$ cat src/rtl/rdma_rc_pkg.sv
// Shared constants for the RDMA RC header parser: QP state encodings,
// opcode class bounds and default header field offsets.
package rdma_rc_pkg;

    typedef enum logic [2:0] {
        QpReset = 3'b000,
        QpInit  = 3'b001,
        QpRtr   = 3'b010,
        QpRts   = 3'b011,
        QpError = 3'b111
    } qp_state_e;

    localparam logic [7:0] DATA_MAX = 8'h1F;
    localparam logic [7:0] CTRL_MIN = 8'h20;
    localparam logic [7:0] CTRL_MAX = 8'h7F;

    localparam int unsigned DEF_OPCODE_OFFSET = 56;
    localparam int unsigned DEF_QPN_OFFSET    = 32;
    localparam int unsigned DEF_PSN_OFFSET    = 8;

endpackage

$ cat src/rtl/rdma_rc_pdu_hdr_parser_if.sv
// PDU beat in, parsed header results out. The receive side drives the beat
// (master); the parser consumes it and returns the registered results (slave).
interface rdma_rc_pdu_hdr_parser_if #(
    parameter int unsigned DATA_WIDTH   = 64,
    parameter int unsigned OPCODE_WIDTH = 8,
    parameter int unsigned QPN_WIDTH    = 16,
    parameter int unsigned PSN_WIDTH    = 24
);
    logic [DATA_WIDTH-1:0]   pdu_data;
    logic                    pdu_valid;
    logic [OPCODE_WIDTH-1:0] pdu_opcode;
    logic [QPN_WIDTH-1:0]    pdu_qpn;
    logic [PSN_WIDTH-1:0]    pdu_psn;
    logic                    is_data_frame;
    logic                    is_control_frame;
    logic                    opcode_err;
    logic                    qpn_mismatch_err;
    logic                    pdu_parse_done;

    modport master (
        output pdu_data, pdu_valid,
        input  pdu_opcode, pdu_qpn, pdu_psn, is_data_frame, is_control_frame,
               opcode_err, qpn_mismatch_err, pdu_parse_done
    );

    modport slave (
        input  pdu_data, pdu_valid,
        output pdu_opcode, pdu_qpn, pdu_psn, is_data_frame, is_control_frame,
               opcode_err, qpn_mismatch_err, pdu_parse_done
    );
endinterface

$ cat src/rtl/rdma_rc_opcode_classify.sv
// Combinational opcode classifier: data/control class flags and legality of
// the opcode's class in the current QP state.
module rdma_rc_opcode_classify
    import rdma_rc_pkg::*;
#(
    parameter int unsigned OPCODE_WIDTH = 8
) (
    input  logic [OPCODE_WIDTH-1:0] opcode,
    input  logic [2:0]              qp_state,
    output logic                    is_data,
    output logic                    is_ctrl,
    output logic                    opcode_err
);
    logic legal;

    always_comb begin
        is_data = (32'(opcode) <= 32'(DATA_MAX));
        is_ctrl = (32'(opcode) >= 32'(CTRL_MIN)) && (32'(opcode) <= 32'(CTRL_MAX));
        legal   = 1'b0;
        // Reserved opcodes set neither flag, so they are never legal.
        case (qp_state)
            QpRtr:   legal = is_ctrl;
            QpRts:   legal = is_data;
            default: legal = 1'b0;
        endcase
        opcode_err = !legal;
    end
endmodule

$ cat src/rtl/rdma_rc_pdu_hdr_parser.sv
// Single-beat RDMA RC header parser: slices opcode/QPN/PSN, classifies the
// opcode, checks QPN, and registers all results for one-cycle latency.
module rdma_rc_pdu_hdr_parser
    import rdma_rc_pkg::*;
#(
    parameter int unsigned QPN_WIDTH     = 16,
    parameter int unsigned PSN_WIDTH     = 24,
    parameter int unsigned OPCODE_WIDTH  = 8,
    parameter int unsigned DATA_WIDTH    = 64,
    parameter int unsigned OPCODE_OFFSET = DEF_OPCODE_OFFSET,
    parameter int unsigned QPN_OFFSET    = DEF_QPN_OFFSET,
    parameter int unsigned PSN_OFFSET    = DEF_PSN_OFFSET
) (
    input  logic                 clk,
    input  logic                 rst_n,
    input  logic [2:0]           qp_state,
    input  logic [QPN_WIDTH-1:0] local_qpn,
    input  logic [QPN_WIDTH-1:0] remote_qpn,
    rdma_rc_pdu_hdr_parser_if.slave pdu
);
    logic [OPCODE_WIDTH-1:0] opcode;
    logic [QPN_WIDTH-1:0]    qpn;
    logic [PSN_WIDTH-1:0]    psn;
    logic                    is_data, is_ctrl, op_err, qpn_err;
    logic                    unused_bits;

    assign opcode      = pdu.pdu_data[OPCODE_OFFSET +: OPCODE_WIDTH];
    assign qpn         = pdu.pdu_data[QPN_OFFSET +: QPN_WIDTH];
    assign psn         = pdu.pdu_data[PSN_OFFSET +: PSN_WIDTH];
    assign qpn_err     = (qpn != local_qpn) && (qpn != remote_qpn);
    // Header bits outside the three fields carry nothing for this block.
    assign unused_bits = ^pdu.pdu_data;

    rdma_rc_opcode_classify #(
        .OPCODE_WIDTH (OPCODE_WIDTH)
    ) u_classify (
        .opcode     (opcode),
        .qp_state   (qp_state),
        .is_data    (is_data),
        .is_ctrl    (is_ctrl),
        .opcode_err (op_err)
    );

    logic [OPCODE_WIDTH-1:0] opcode_q;
    logic [QPN_WIDTH-1:0]    qpn_q;
    logic [PSN_WIDTH-1:0]    psn_q;
    logic                    is_data_q, is_ctrl_q, op_err_q, qpn_err_q, done_q;

    always_ff @(posedge clk or negedge rst_n) begin
        if (!rst_n) begin
            opcode_q  <= '0;
            qpn_q     <= '0;
            psn_q     <= '0;
            is_data_q <= 1'b0;
            is_ctrl_q <= 1'b0;
            op_err_q  <= 1'b0;
            qpn_err_q <= 1'b0;
            done_q    <= 1'b0;
        end else begin
            done_q <= pdu.pdu_valid;
            if (pdu.pdu_valid) begin
                opcode_q  <= opcode;
                qpn_q     <= qpn;
                psn_q     <= psn;
                is_data_q <= is_data;
                is_ctrl_q <= is_ctrl;
                op_err_q  <= op_err;
                qpn_err_q <= qpn_err;
            end
        end
    end

    assign pdu.pdu_opcode       = opcode_q;
    assign pdu.pdu_qpn          = qpn_q;
    assign pdu.pdu_psn          = psn_q;
    assign pdu.is_data_frame    = is_data_q;
    assign pdu.is_control_frame = is_ctrl_q;
    assign pdu.opcode_err       = op_err_q;
    assign pdu.qpn_mismatch_err = qpn_err_q;
    assign pdu.pdu_parse_done   = done_q;
endmodule

$ cat src/flat_wrapper.sv
// flat-port wrapper written by rule: the top's interface ports become plain ports
module rdma_rc_pdu_hdr_parser_flat import rdma_rc_pkg::*;
#(
    parameter int unsigned QPN_WIDTH     = 16,
    parameter int unsigned PSN_WIDTH     = 24,
    parameter int unsigned OPCODE_WIDTH  = 8,
    parameter int unsigned DATA_WIDTH    = 64,
    parameter int unsigned OPCODE_OFFSET = DEF_OPCODE_OFFSET,
    parameter int unsigned QPN_OFFSET    = DEF_QPN_OFFSET,
    parameter int unsigned PSN_OFFSET    = DEF_PSN_OFFSET
)
  (clk, rst_n, qp_state, local_qpn, remote_qpn, pdu_pdu_data, pdu_pdu_valid, pdu_pdu_opcode, pdu_pdu_qpn, pdu_pdu_psn, pdu_is_data_frame, pdu_is_control_frame, pdu_opcode_err, pdu_qpn_mismatch_err, pdu_pdu_parse_done);
  rdma_rc_pdu_hdr_parser_if #(.DATA_WIDTH(DATA_WIDTH), .OPCODE_WIDTH(OPCODE_WIDTH), .QPN_WIDTH(QPN_WIDTH), .PSN_WIDTH(PSN_WIDTH)) pdu_i ();
  input  logic clk;
  input  logic rst_n;
  input  logic [2:0] qp_state;
  input  logic [QPN_WIDTH-1:0] local_qpn;
  input  logic [QPN_WIDTH-1:0] remote_qpn;
  input wire logic [$bits(pdu_i.pdu_data)-1:0] pdu_pdu_data;
  input wire logic [$bits(pdu_i.pdu_valid)-1:0] pdu_pdu_valid;
  output wire logic [$bits(pdu_i.pdu_opcode)-1:0] pdu_pdu_opcode;
  output wire logic [$bits(pdu_i.pdu_qpn)-1:0] pdu_pdu_qpn;
  output wire logic [$bits(pdu_i.pdu_psn)-1:0] pdu_pdu_psn;
  output wire logic [$bits(pdu_i.is_data_frame)-1:0] pdu_is_data_frame;
  output wire logic [$bits(pdu_i.is_control_frame)-1:0] pdu_is_control_frame;
  output wire logic [$bits(pdu_i.opcode_err)-1:0] pdu_opcode_err;
  output wire logic [$bits(pdu_i.qpn_mismatch_err)-1:0] pdu_qpn_mismatch_err;
  output wire logic [$bits(pdu_i.pdu_parse_done)-1:0] pdu_pdu_parse_done;
  assign pdu_i.pdu_data = pdu_pdu_data;
  assign pdu_i.pdu_valid = pdu_pdu_valid;
  assign pdu_pdu_opcode = pdu_i.pdu_opcode;
  assign pdu_pdu_qpn = pdu_i.pdu_qpn;
  assign pdu_pdu_psn = pdu_i.pdu_psn;
  assign pdu_is_data_frame = pdu_i.is_data_frame;
  assign pdu_is_control_frame = pdu_i.is_control_frame;
  assign pdu_opcode_err = pdu_i.opcode_err;
  assign pdu_qpn_mismatch_err = pdu_i.qpn_mismatch_err;
  assign pdu_pdu_parse_done = pdu_i.pdu_parse_done;
  rdma_rc_pdu_hdr_parser #(.QPN_WIDTH(QPN_WIDTH), .PSN_WIDTH(PSN_WIDTH), .OPCODE_WIDTH(OPCODE_WIDTH), .DATA_WIDTH(DATA_WIDTH), .OPCODE_OFFSET(OPCODE_OFFSET), .QPN_OFFSET(QPN_OFFSET), .PSN_OFFSET(PSN_OFFSET)) u_core (.clk(clk), .rst_n(rst_n), .qp_state(qp_state), .local_qpn(local_qpn), .remote_qpn(remote_qpn), .pdu(pdu_i));
endmodule
$ cat config.mk
export PLATFORM = sky130hd
export DESIGN_NAME = rdma_rc_pdu_hdr_parser_flat
export DESIGN_NICKNAME = d
export VERILOG_FILES = /design/src/rtl/rdma_rc_pkg.sv /design/src/rtl/rdma_rc_pdu_hdr_parser_if.sv /design/src/rtl/rdma_rc_opcode_classify.sv /design/src/rtl/rdma_rc_pdu_hdr_parser.sv /design/src/flat_wrapper.sv
export SDC_FILE = /design/constraint.sdc
export NUM_CORES = 1
export LEC_CHECK = 0
export ABC_AREA = 1
export CAP_MARGIN = 20
export CORE_UTILIZATION = 45
export CTS_CLUSTER_SIZE = 14
export DETAILED_ROUTE_END_ITERATION = 6
export DONT_BUFFER_PORTS = 1
export PLACE_DENSITY = 0.62
export SYNTH_ARGS = -nofsm -noshare
export SYNTH_HDL_FRONTEND = slang
export SYNTH_HIERARCHICAL = 1
export SYNTH_SLANG_ARGS = --single-unit
$ cat constraint.sdc
create_clock -name clk -period 0.91 [get_ports clk]
set_clock_uncertainty 0.1 [all_clocks]
set_input_delay 0.2275 -clock clk [delete_from_list [all_inputs] [get_ports clk]]
set_output_delay 0.2275 -clock clk [all_outputs]
set_load 0.01 [all_outputs]
* Word-level counts from Yosys, hierarchy flattened
Cells that the tools add are included.
Cells by class: $lt $le $gt $ge 3, equality and inequality tests 4, muxes and demuxes 1, reduce and logical (&&, ||, !) cells 3
Operator list (count):
- $ne A16 B16 Y1 | 2
- $ge A8 B6 Y1 const B | 1
- $le A8 B5 Y1 const B | 1
- $le A8 B7 Y1 const B | 1
- $eq A3 B2 Y1 const B | 2
- $logic_and A1 B1 Y1 | 2
- $pmux W1 S2 | 1
- $logic_not A1 Y1 | 1
Storage, ports and cells: bits in registers 53, input port bits 102, output and inout bits 53

* Logic depth before layout (Yosys ltp)
Gate-level depths: netlist (run 1).
depth after elaboration 4, gate-level depth with buffers 9, mapped depth without buffers 9

* Hierarchy
Netlist (run 1), hierarchy kept.
By module, submodules not included:
- rdma_rc_pdu_hdr_parser | instances 1, cells an instance 364, area an instance 2578.7 µm², sequential area each 1326.3 µm²
- rdma_rc_opcode_classify | instances 1, cells an instance 14, area an instance 58.8 µm², sequential area each 0.0 µm²

* Least setup slack after synthesis (run 1)
Ideal clock, no wire load.
path kind input port to flip-flop, start input port pdu_pdu_valid, end register u_core.opcode_q[0], in the netlist u_core/pdu.pdu_opcode[0], library setup time 0.117 ns, arrival time 0.778 ns, data required time 0.693 ns, path slack -0.085 ns, cell stages on the path 6, cell sequence buf_4 > inv_2 > buf_6 > buf_4 > nand2_1 > nand2_1
RTL lines:
- from (decl) | line flat_wrapper.sv:20 | input wire logic [$bits(pdu_i.pdu_valid)-1:0] pdu_pdu_valid;
- to (signal assigned) | line rdma_rc_pdu_hdr_parser.sv:62 | opcode_q <= opcode;
- to (decl) | line rdma_rc_pdu_hdr_parser.sv:44 | logic [OPCODE_WIDTH-1:0] opcode_q;

* Final worst setup path (run 1)
start register u_core.qpn_q[5], in the netlist u_core/pdu.pdu_qpn[5], end output port pdu_pdu_qpn[5]
RTL lines:
- from (decl) | line rdma_rc_pdu_hdr_parser.sv:45 | logic [QPN_WIDTH-1:0] qpn_q;
- from (signal assigned) | line rdma_rc_pdu_hdr_parser.sv:63 | qpn_q <= qpn;
- to (decl) | line flat_wrapper.sv:22 | output wire logic [$bits(pdu_i.pdu_qpn)-1:0] pdu_pdu_qpn;
No word-level cell between the ends.

==> results of run 1 <==
==> cell type report <==
type / instances / area share (%)
Clock inverter: 1 / 0.231
Multi-Input combinational cell: 265 / 32.6
Timing Repair Buffer: 50 / 15.2
Inverter: 49 / 5.98
Tap cell: 72 / 2.78
Clock buffer: 7 / 2.35
Sequential cell: 53 / 40.9
==> cells in the final DEF, fill, tap and decap left out, drive strengths merged <==
cell         synthesis  routed
dlygate4sd3          0      37
clkinvlp             0       1
nand2              216     216
buf                  9      13
dfrtp               53      53
inv                 49      49
nor2                25      25
nand3                2       2
clkbuf               2       7
xor2                 5       5
o21ai               17      17
==> path summary, 6_finish.rpt <==
path                                                   start                             endpoint  slack (ns)  cells past startpoint
setup / recovery           u_core/pdu.pdu_qpn[5]$_DFFE_PN0P_                       pdu_pdu_qpn[5]       -0.15                      0
hold / removal                                         rst_n    u_core/pdu.pdu_psn[8]$_DFFE_PN0P_       -0.48                      0
setup reg to reg           u_core/pdu.pdu_qpn[3]$_DFFE_PN0P_    u_core/pdu.pdu_qpn[3]$_DFFE_PN0P_        0.10                      2
hold reg to reg            u_core/pdu.pdu_psn[8]$_DFFE_PN0P_    u_core/pdu.pdu_psn[8]$_DFFE_PN0P_        0.44                      2
max in group asynchronous                              rst_n   u_core/pdu.pdu_psn[22]$_DFFE_PN0P_        1.10                      0
min in group clk                               pdu_pdu_valid  u_core/pdu.pdu_parse_done$_DFF_PN0_       -0.14                      0
==> routing by layer <==
metal,part of all wire (%),vias to the layer above
li1,-,1190
met1,43,997
met2,46,108
met4,0.84,0
met5,0,-
met3,9.8,4
==> state kept, by name (all words and copies together), names as in the netlist <==
name                         cells
u_core/pdu.pdu_opcode            8
u_core/pdu.is_data_frame         1
u_core/pdu.pdu_parse_done        1
u_core/pdu.is_control_frame      1
u_core/pdu.qpn_mismatch_err      1
u_core/pdu.opcode_err            1
u_core/pdu.pdu_qpn              16
u_core/pdu.pdu_psn              24
==> power by group through the flow <==
stage	combinational (W)	clock, W	sequential [W]
3_5_place_dp	0.000521	0	0.00285
2_1_floorplan	0.000436	0	0.00281
6_report	0.000641	0.00125	0.00281
4_1_cts	0.000643	0.00134	0.00281
3_3_place_gp	0.000499	0	0.00285
5_1_grt	0.000755	0.00141	0.00283
==> per-stage QoR <==
stage / power (W) / util [%]
floorplan: 0.00324 / -
global placement: 0.00335 / 50.1
detailed placement: 0.00337 / 50.1
CTS: 0.00479 / 58.2
global route: 0.00500 / 58.2
finish: 0.00469 / 58.2
==> cell families (layout without fill, tap and decap cells) <==
group                  Yosys count  count (layout)  synth area share, %
AND/OR/NAND/NOR                243             243                 35.0
flip-flops                      53              53                 50.3
AO/OA/AOI/OAI                   17              17                 3.37
buffers and inverters           60             107                 9.73
XOR/XNOR                         5               5                 1.66
==> what timing repair did <==
action / in CTS / in global routing
gates resized for setup: 0 / 1
setup endpoints to repair: 53 / 54
cloned: 0 / 0
endpoints found under the hold margin: 95 / 73
==> impl_metrics.toml, run 1 <==
[run_status]
status = "complete, but fails checks"
violations = "negative hold slack, negative setup slack"

[clock_tree]
clock_latency_ns = 0.29
cts_root_buf = "clkbuf_8"
clk_pin_slew_ns = 0.09
numCtsBuffers = 5
postCtsSetupBuffers = 0
clock_path_buffers = 2
h-tree-depth = 2
cts_tree = "yes"
cts_sinks = 53
cts_hold_buf = 37

[global_route]
grtUsageTotal_pct = 20.1
grt_pass1_vias = 2359
top_usage_layer = "met2"
use_met2_pct = 35.0
overflow = 0
antenna_found_initial = 0
use_met3_pct = 6.28
grt_max_degree = 54
met1_usage_pct = 22.8
grt_pass1_wl_um = 9830

[logic_synthesis]
synth.cell_area_um2 = 2640
ys_seq_area_share_pct = 50.3
synth-seq-cells = 53
syn-num-nets = 480
async_flop_share_pct = 100
yosys.area.top_type = "dfrtp_1"
synthTopCellsByCount = "nand2_1 (214), dfrtp_1 (53), inv_1 (33)"
synth_top_area_share_pct = 50.3
postSynthAreaPerCell_um2 = 6.98
postSynth.topFlopCell = "dfrtp_1"
netlist_instances = 378
synth_most_common_cell = "nand2_1"
synthTopCellsByArea = "dfrtp_1 (50%), nand2_1 (30%), inv_1 (4.7%)"
synth_edf_count = 0
yosys_warnings = 6
synth.distinct_cells = 15

[routing]
via_per_inst = 4.63
wl_per_cell_um = 11.7
drt-initial-drc-count = 57
drt_pass1_iterations = 4
ant_nets = 0
routed_wl_um = 5830
via_count = 2299
drc = 0

[die]
rows = 27
io_pins = 155
dieArea_um2 = 6170
dieWidth_um = 78.6
core-area_um2 = 5570
start_util_pct = 47.3
die_y_um = 78.6

[power]
switching_share_pct = 26.6
power.density_nw_per_um2 = 1450
power_frac_comb_pct = 13.7
intPower_w = 0.00344
p_leak_nw = 1.81
switchingPower_w = 0.00125
max-vdd-ir-drop_mv = 0.634
p_clk_share_pct = 26.5
sequentialPowerShare_pct = 59.8

[timing]
max-slew-margin-rel_pct = 88.2
layout_setup_ws_ns = -0.154
fmax_mhz = 940
final_hold_viol_count = 73
max_slew.worst_pin.slew_ns = 0.177
post-route-period-util_pct = 117
setup_violations = 53
fin_crit_ns = 1.06
hold_slack_ns = -0.483
rsz0062_at_grt = "yes"
tns_ns = -7.28
drv_slew = 0

[worst_setup_path]
critPathMaxFanout = 2
worst_setup_path_start_kind = "register"
crit_arrival_ns = 0.74
critPathKind = "register to output pin"
end_kind = "output pin"
critPathRequiredTime_ns = 0.58

[cells_and_area]
stdcell_count = 497
seqCellArea_um2 = 1330
nNetsFinal = 526
multi_input_area_um2 = 1060
drive_gt1_share_pct = 9.41
antenna_cells = 0
syn2layout_area_growth_pct = 23.0
post-route-cell-area_um2 = 3240
fillers = 532

[placement]
place_area_um2 = 2790
hpwl_um = 4040
preCtsSetupSlack_ns = -0.136
gp_congestion = 0.694
dp_cells = 452
portBuffers = 0

[worst_hold_path]
hold_path.class = "input port to async pin"

[job]
maxCapViolCount = 0
No activity file was read; power rests on OpenSTA's default activity.
==> run 2, diff against run 1 <==
- REMOVE_ABC_BUFFERS: default -> 1
==> impl_metrics.toml, run 2 (same netlist as run 1, synthesis figures left out) <==
[power]
switchingPower_w = 0.00127
intPower_w = 0.00346
sequentialPowerShare_pct = 59.2
p_clk_share_pct = 26.6
p_leak_nw = 1.84
power_frac_comb_pct = 14.2
switching_share_pct = 26.8
power.density_nw_per_um2 = 1450
max-vdd-ir-drop_mv = 0.658

[timing]
rsz0062_at_grt = "yes"
hold_slack_ns = -0.485
fin_crit_ns = 1.14
fmax_mhz = 880
max-slew-margin-rel_pct = 87.9
drv_slew = 0
setup_violations = 53
post-route-period-util_pct = 125
max_slew.worst_pin.slew_ns = 0.180
layout_setup_ws_ns = -0.227
final_hold_viol_count = 79

[cells_and_area]
largest_reg_flops = 24
final_util_pct = 58.4
final_common_cell = "nand2_1"
drive_gt1_share_pct = 10.3
final_cell_mix = "nand2_1 (214), dfrtp_1 (53), dlygate4sd3_1 (35)"
fillers = 559
syn2layout_area_growth_pct = 23.5
nNetsFinal = 529
antenna_cells = 0

[die]
core-area_um2 = 5570
rows = 27
dieWidth_um = 78.6
start_util_pct = 47.3
dieArea_um2 = 6170
die_y_um = 78.6
io_pins = 155

[global_route]
use_met3_pct = 6.63
grtUsageTotal_pct = 20.3
antenna_found_initial = 0
use_met2_pct = 37.9
overflow = 0
top_usage_layer = "met2"
grt_max_degree = 54
met1_usage_pct = 21.0
grt_pass1_wl_um = 9820
grt_pass1_vias = 2383

[clock_tree]
cts_sinks = 53
numCtsBuffers = 5
clock_latency_ns = 0.29
cts_hold_buf = 35
cts_tree = "yes"
h-tree-depth = 2
cts_root_buf = "clkbuf_8"
clk_pin_slew_ns = 0.09
clock_path_buffers = 2

[worst_setup_path]
reg2reg_from = "u_core/pdu.pdu_qpn[8]$_DFFE_PN0P_"
startpoint = "u_core/pdu.pdu_qpn[8]$_DFFE_PN0P_"
critPathMaxFanout = 2
critPathKind = "register to output pin"
ff2ff_path_depth = 3
r2r_end = "u_core/pdu.pdu_qpn[8]$_DFFE_PN0P_"
slowest_stage = "dfrtp_1"
cp_slowest_stage_delay_ns = 0.39
path_delay_family = "flip-flops"
crit_end = "pdu_pdu_qpn[8]"
crit_cells = 1
crit_arrival_ns = 0.81
critPathRequiredTime_ns = 0.58
r2r_setup_slack_ns = 0.07
end_kind = "output pin"
crit_chain = "buf_6"
worst_setup_path_start_kind = "register"
path_buf_inv = 1

[routing]
drt_pass1_iterations = 4
routed_wl_um = 5880
via_per_inst = 4.58
drt-initial-drc-count = 90
ant_nets = 0
drc = 0
via_count = 2292
wl_per_cell_um = 11.8

[placement]
portBuffers = 0
gp_congestion = 0.743
hpwl_um = 4080

[run_status]
violations = "negative hold slack, negative setup slack"
status = "complete, but fails checks"

[worst_hold_path]
hold_path.class = "input port to async pin"

[job]
maxCapViolCount = 0
==> run 2: cell types whose count changed in the layout (fill, tap and decap cells not counted), sizes merged <==
| cell | before | now |
|---|---|---|
| buf | 13 | 18 |
| dlygate4sd3 | 37 | 35 |
==> run 2: what timing repair did <==
action | 4_1_cts | 5_1_grt
endpoints found under the hold margin | 93 | 80
pin swaps | 0 | 0
setup buffers | 2 | 0
setup endpoints to repair | 53 | 54
resized for setup | 2 | 1
==> run 2: how the worst min path moves through the flow <==
stage	startpoint	to	slack, ns
finish	rst_n	u_core/pdu.pdu_opcode[1]$_DFFE_PN0P_	-0.48
global placement	rst_n	u_core/pdu.pdu_opcode[1]$_DFFE_PN0P_	-0.17
floorplan	rst_n	u_core/pdu.is_control_frame$_DFFE_PN0P_	-0.17
global route	rst_n	u_core/pdu.pdu_psn[9]$_DFFE_PN0P_	-0.51
CTS	rst_n	u_core/pdu.pdu_qpn[5]$_DFFE_PN0P_	-0.50
detailed placement	rst_n	u_core/pdu.pdu_opcode[1]$_DFFE_PN0P_	-0.17
==> run 2: power groups by stage <==
stage | clock network [W] | registers, W | logic, W
floorplan | 0 | 0.00281 | 0.000383
global placement | 0 | 0.00284 | 0.000515
detailed placement | 0 | 0.00285 | 0.000539
CTS | 0.00133 | 0.00280 | 0.000673
global route | 0.00141 | 0.00283 | 0.000784
finish | 0.00126 | 0.00280 | 0.000671
==> run 2: per-stage QoR <==
step | cells | cell area, um2 | power (W) | setup WS (ns) | setup TNS (ns)
6_report | 500 | 3260 | 0.00473 | -0.227 | -7.51
4_1_cts | 500 | 3260 | 0.00481 | -0.246 | -8.45
3_5_place_dp | 455 | 2800 | 0.00339 | -0.133 | -0.133
2_1_floorplan | 367 | 2560 | 0.00319 | -0.193 | -8.05
5_1_grt | 500 | 3260 | 0.00502 | -0.270 | -9.37
3_3_place_gp | 455 | 2800 | 0.00336 | -0.126 | -0.126
==> run 2: cell type report <==
cell class	count	area, um2	share of cell area [%]
Clock buffer	7	76.3	2.34
Tap cell	72	90.1	2.77
Inverter	49	184	5.65
Clock inverter	1	7.51	0.231
Sequential cell	53	1330	40.7
Timing Repair Buffer	53	518	15.9
Multi-Input combinational cell	265	1050	32.4
==> run 2: routing by layer <==
layer | wire, um | vias to the layer above
li1 | - | 1200
met1 | 2420 | 993
met2 | 2860 | 95
met3 | 538 | 4
met4 | 57 | 0
met5 | 0 | -
